$ cat src/rtl/demux_pkg.sv
// Shared constants for the 1-to-4 registered demux: channel count, select/counter widths, slot encoding.
// The pop counters exist only when DEMUX_1TO4_STATS_EN is defined.
package demux_pkg;

  localparam int NUM_CH = 4;
  localparam int SEL_W  = 2;
  localparam int CNT_W  = 8;

  localparam logic [0:0] EMPTY = 1'b0;
  localparam logic [0:0] FULL  = 1'b1;

  // Counters stick at all-ones rather than wrapping.
  function automatic logic [CNT_W-1:0] sat_inc(input logic [CNT_W-1:0] v);
    return (v == {CNT_W{1'b1}}) ? v : v + {{(CNT_W-1){1'b0}}, 1'b1};
  endfunction

endpackage

$ cat src/rtl/out_slot.sv
// One-entry output register slot with valid/ready handshake.
// Latency: a write is visible as rd_vld/rd_dat one cycle later.
// Backpressure: the owner writes only when the slot is empty or is being popped.
module out_slot
  import demux_pkg::*;
#(
  parameter int WIDTH = 8
) (
  input  logic             clk_i,
  input  logic             rst_i,
  input  logic             wr_vld,
  input  logic [WIDTH-1:0] wr_dat,
  input  logic             rd_rdy,
  output logic             rd_vld,
  output logic [WIDTH-1:0] rd_dat
);

  logic [0:0]       state;
  logic [WIDTH-1:0] data_q;
  logic             pop;

  assign rd_vld = (state == FULL);
  assign rd_dat = data_q;
  assign pop    = rd_vld & rd_rdy;

  // A write wins over a pop, so a pop and a write in the same cycle leave the slot full with new data.
  always_ff @(posedge clk_i) begin
    if (rst_i) begin
      state  <= EMPTY;
      data_q <= '0;
    end else if (wr_vld) begin
      state  <= FULL;
      data_q <= wr_dat;
    end else if (pop) begin
      state  <= EMPTY;
    end
  end

endmodule

$ cat src/rtl/demux_1to4_reg.sv
// Registered 1-to-4 demux. Each channel has its own one-entry slot. Latency is one cycle.
// A full channel stalls only words addressed to it. DEMUX_1TO4_STATS_EN adds saturating per-channel pop counters.
module demux_1to4_reg
  import demux_pkg::*;
#(
  parameter int WIDTH = 8
) (
  input  logic                    clk_i,
  input  logic                    rst_i,
  input  logic                    in_valid_i,
  output logic                    in_ready_o,
  input  logic [SEL_W-1:0]        in_sel_i,
  input  logic [WIDTH-1:0]        in_data_i,
  output logic [NUM_CH-1:0]       out_valid_o,
  input  logic [NUM_CH-1:0]       out_ready_i,
  output logic [NUM_CH*WIDTH-1:0] out_data_o,
  output logic [NUM_CH*CNT_W-1:0] stat_cnt_o
);

  logic [NUM_CH-1:0] sel_oh;
  logic [NUM_CH-1:0] wr_en;
  logic              accept;

  // The ready path is combinational through the target slot's pop, so there is no bubble on back-to-back words.
  assign in_ready_o = !rst_i && (!out_valid_o[in_sel_i] || out_ready_i[in_sel_i]);
  assign accept     = in_valid_i && in_ready_o;
  assign sel_oh     = {{(NUM_CH-1){1'b0}}, 1'b1} << in_sel_i;
  assign wr_en      = accept ? sel_oh : '0;

  for (genvar k = 0; k < NUM_CH; k++) begin : g_ch
    out_slot #(.WIDTH(WIDTH)) u_slot (
      .clk_i  (clk_i),
      .rst_i  (rst_i),
      .wr_vld (wr_en[k]),
      .wr_dat (in_data_i),
      .rd_rdy (out_ready_i[k]),
      .rd_vld (out_valid_o[k]),
      .rd_dat (out_data_o[k*WIDTH +: WIDTH])
    );
  end

`ifdef DEMUX_1TO4_STATS_EN
  for (genvar k = 0; k < NUM_CH; k++) begin : g_cnt
    logic [CNT_W-1:0] cnt_q;

    always_ff @(posedge clk_i) begin
      if (rst_i) begin
        cnt_q <= '0;
      end else if (out_valid_o[k] && out_ready_i[k]) begin
        cnt_q <= sat_inc(cnt_q);
      end
    end

    assign stat_cnt_o[k*CNT_W +: CNT_W] = cnt_q;
  end
`else
  assign stat_cnt_o = '0;
`endif

endmodule

$ cat config.mk
export PLATFORM = sky130hd
export DESIGN_NAME = demux_1to4_reg
export DESIGN_NICKNAME = d
export VERILOG_FILES = /design/src/rtl/demux_pkg.sv /design/src/rtl/out_slot.sv /design/src/rtl/demux_1to4_reg.sv
export SDC_FILE = /design/constraint.sdc
export NUM_CORES = 1
export LEC_CHECK = 0
export ABC_AREA = 1
export CORE_MARGIN = 4
export CORE_UTILIZATION = 45
export DETAILED_ROUTE_END_ITERATION = 8
export MAX_ROUTING_LAYER = met4
export PLACE_DENSITY = 0.82
export SLEW_MARGIN = 20
export SYNTH_ARGS = -nofsm -noshare
export SYNTH_HDL_FRONTEND = slang
export SYNTH_SLANG_ARGS = --single-unit
$ cat constraint.sdc
create_clock -name clk_i -period 2.2 [get_ports clk_i]
set_input_delay 0.66 -clock clk_i [delete_from_list [all_inputs] [get_ports clk_i]]
set_output_delay 0.66 -clock clk_i [all_outputs]
set_load 0.03 [all_outputs]
==> impl_summary.log <==
[metrics] outcome: complete, no violations
[metrics] Iteration-0 DRC Markers: 86
[metrics] grt ovf: 0
[metrics] HPWL Detailed: about 3.1 mm
[metrics] number of cells on the worst hold path: 2
[metrics] switch share: between 30% and 40%
[metrics] worst r2r src: g_ch[2].u_slot.rd_vld
[metrics] number of global-route vias before repair: 1454
[metrics] kind of start point of the critical path: input pin
[metrics] top-level I/O count: 86
[metrics] via count: approximately 1700
[metrics] count of nets left with antenna violations after detail routing: 0
[metrics] number of nets in the layout: between 300 and 400
[metrics] Pleak: approximately 1.3 nW
[metrics] switching component of the power: 0.000455 W
[metrics] CTS tree: done
[metrics] critical path's largest stage delay: 140 ps
[metrics] per-instance average area after synthesis: 6.95 µm²
[metrics] CTS root buf: clkbuf_8
[metrics] Antenna Cells: 0
[metrics] Critical Path Stages: 8
[metrics] Syn Inst Count: around 280
[metrics] Cell Pwr Density: roughly 600 nW/µm²
[metrics] CP startpoint: in_sel_i[0]
[metrics] final count of hold timing violations: 0
[metrics] Slew Limit Fails: 0
[metrics] port buffer count: 53
[metrics] footprint of the flip-flops and latches: 721 µm²
[metrics] number of cells traversed by the worst register-to-register path: 10
[metrics] internal portion of total power: just over 0.001 W
[metrics] startpoint of the most critical hold path: g_ch[1].u_slot.rd_vld
[metrics] setup repair after global routing missed its margin: false
[metrics] min cycle time layout: 2130 ps
[metrics] worst skew pair latency: approximately 290 ps
[metrics] Remaining DRCs: 0
[metrics] per-cell via count in the routed design: ~4.2
[metrics] Fillers: just under 400
[metrics] Worst-path clk slew: 70 ps
[metrics] Crit Path Class: in -> out
[metrics] post-route fraction of the period consumed by the critical path: between 90% and 100%
[metrics] clk sinks: 36
[metrics] tightest hold margin: just under 500 ps
[metrics] row cnt: 23
[metrics] combinational power share: around a fifth
[metrics] fraction of final layout cells with drive strength greater than 1: about a tenth
[metrics] worst-case clock buffer depth: 2
[metrics] total clock buffers created by CTS: 5
[metrics] maximum number of pins on one net before global-route repair: 18
[metrics] global routing usage summed across all routing layers: around 16%
[metrics] post-synth cell types: 17
[metrics] post-CTS setup-driven buffer insertion count: 0
[metrics] setup skew after layout: between 10 and 15 ps
[metrics] number of search-and-repair iterations in the first detailed-routing pass: 4
[metrics] Crit. End Element: output port
[metrics] drt wl/cell: 10.5 µm
[metrics] effective utilization at floorplan: 47.8%
[metrics] synth-to-layout area growth: 24.9%
[metrics] RePlAce Congestion: about 0.8
[metrics] proportion of synthesized chip area in sequential cells: 36.6%
[metrics] Post-CTS Hold Buffers: 0
[metrics] first-pass GRT wire length: around 6.6 mm
[metrics] Die ar.: approximately 5500 µm²
[metrics] overall die height: ~74 µm
[metrics] sequential share of power: 46.3%
[metrics] crit path max fanout: 3
[metrics] family of cells with the greatest summed delay on the critical path: buffers and inverters
[metrics] Total Neg Setup Slack: 0 ps
[metrics] number of warnings reported in the yosys synthesis log: 0
[metrics] core region area: between 4000 and 5000 µm²
[metrics] total of flip-flops plus latches after synthesis: 36
[metrics] maximum operating frequency: around 470 MHz
[metrics] worst min-delay path category: reg -> reg
[metrics] Multi-input gate area: roughly 840 µm²
[metrics] Max Cap Viol: 0
[metrics] worst-path cell chain: buf_2 -> buf_6 -> nor2_4 -> nand2_1 -> nand2_1 -> nor2_2 -> a21oi_2 -> buf_6
[metrics] width of the chip: about 74 µm
[metrics] Critical-path top delay cell: a21oi_2
[metrics] worst path buffer plus inverter count: 3
[metrics] Peak VDD IR: approximately 0.34 mV
[metrics] sum of routed wire length over all layers: between 4 and 5 mm
[metrics] number of antenna violations at the first check in global routing: 0
[metrics] Cell Area, Synth: 1970 µm²
[metrics] number of H-tree levels: 2
[metrics] Setup violations, final: 0
[metrics] data required time of the worst path: between 1500 and 2000 ps
[metrics] Arr. time, crit path: about 1500 ps
[metrics] clock network fraction of design power: about a third
## worst paths after layout
check | to | slack, ps
hold reg to reg | g_ch[1].u_slot.rd_vld | 490
setup / recovery | in_ready_o | 70
hold / removal | g_ch[1].u_slot.rd_vld | 490
setup reg to reg | g_ch[1].u_slot.rd_dat[5] | 740
## placed cells by master, fill, tap and decap left out
cell and instances:
nand2_1 76, nor2_1 66, clkdlybuf4s50_1 46, inv_1 37, dfxtp_1 36, conb_1 32
buf_4 8, clkbuf_8 6, nand2_2 5, nand4_4 4, a21oi_1 4, dlygate4sd2_1 4
inv_2 3, nand3_1 3, buf_2 2, buf_6 2, nor2_4 1, nor2_2 1
a21oi_2 1, nand2_4 1, clkinvlp_4 1, clkbuf_1 1
## layer usage
layer	global-route usage (%)	routed length, µm	up-vias
met3	4.19	285	8
met4	8.85	59	0
met1	20.4	1820	715
met2	24.0	1940	58
met5	-	0	-
li1	-	-	869
## repair_timing
action	CTS	global route
pin swaps	3	0
resized for setup	13	2
setup endpoints to repair	1	1
## synth_stat cells
master / n / area [µm²]
a21oi_1: 5 / 25.0
buf_4: 36 / 270
buf_6: 1 / 11.3
buf_8: 6 / 90.1
clkbuf_1: 1 / 3.75
conb_1: 1 / 3.75
dfxtp_1: 36 / 721
inv_1: 37 / 139
inv_2: 3 / 11.3
nand2_1: 76 / 285
nand2_2: 5 / 31.3
nand2_4: 1 / 11.3
nand3_1: 3 / 15.0
nand4_4: 4 / 85.1
nor2_1: 66 / 248
nor2_2: 1 / 6.26
nor2_4: 1 / 11.3
## worst reg2reg max path, stage by stage (launching register included)
cell and delay (ps):
dfxtp_1 330, nand2_1 80, nand2_1 60, nand2_1 70
nand2_2 60, buf_4 140, nand2_4 120, nand4_4 240
nand2_1 150, nand2_1 60, nor2_1 100
## registers in the layout, indices dropped and copies added, names as in the netlist
register	flops
g_ch.u_slot.rd_dat	32
g_ch.u_slot.rd_vld	4
## cell families after synthesis
family	synth area share, %
AND/OR/NAND/NOR	35.2
buffers and inverters	26.7
flip-flops	36.6
AO/OA/AOI/OAI	1.27
other	0.191
## area by class of cell
cell class              count  area share, %
flip-flops and latches     36           29.3
clock inverters             1          0.305
inverters                  40           6.11
multi-input cells         194           34.3
clock buffers               7           3.51
well taps                  50           2.55
repair buffers             62           23.9
## power by group through the flow
stage	Sequential, W	Clock (W)	Combinational [W]
floorplan	0.000742	0	0.000215
global placement	0.000702	0	0.000310
detailed placement	0.000702	0	0.000315
CTS	0.000687	0.000498	0.000314
global route	0.000690	0.000524	0.000338
finish	0.000687	0.000484	0.000312
## per-stage QoR
stage | cell area (µm²) | utilization, % | setup WS [ps] | cells | power, W
after floorplan | 2090 | - | 143 | 314 | 0.000957
after global placement | 2370 | 57.6 | -287 | 382 | 0.00101
after detailed placement | 2370 | 57.6 | -339 | 382 | 0.00102
after CTS | 2460 | 59.9 | 49.1 | 390 | 0.00150
after global routing | 2460 | 59.7 | 12.0 | 390 | 0.00155
final | 2460 | 59.7 | 70.4 | 390 | 0.00148
Note: power is estimated with default switching activity, not from simulation.
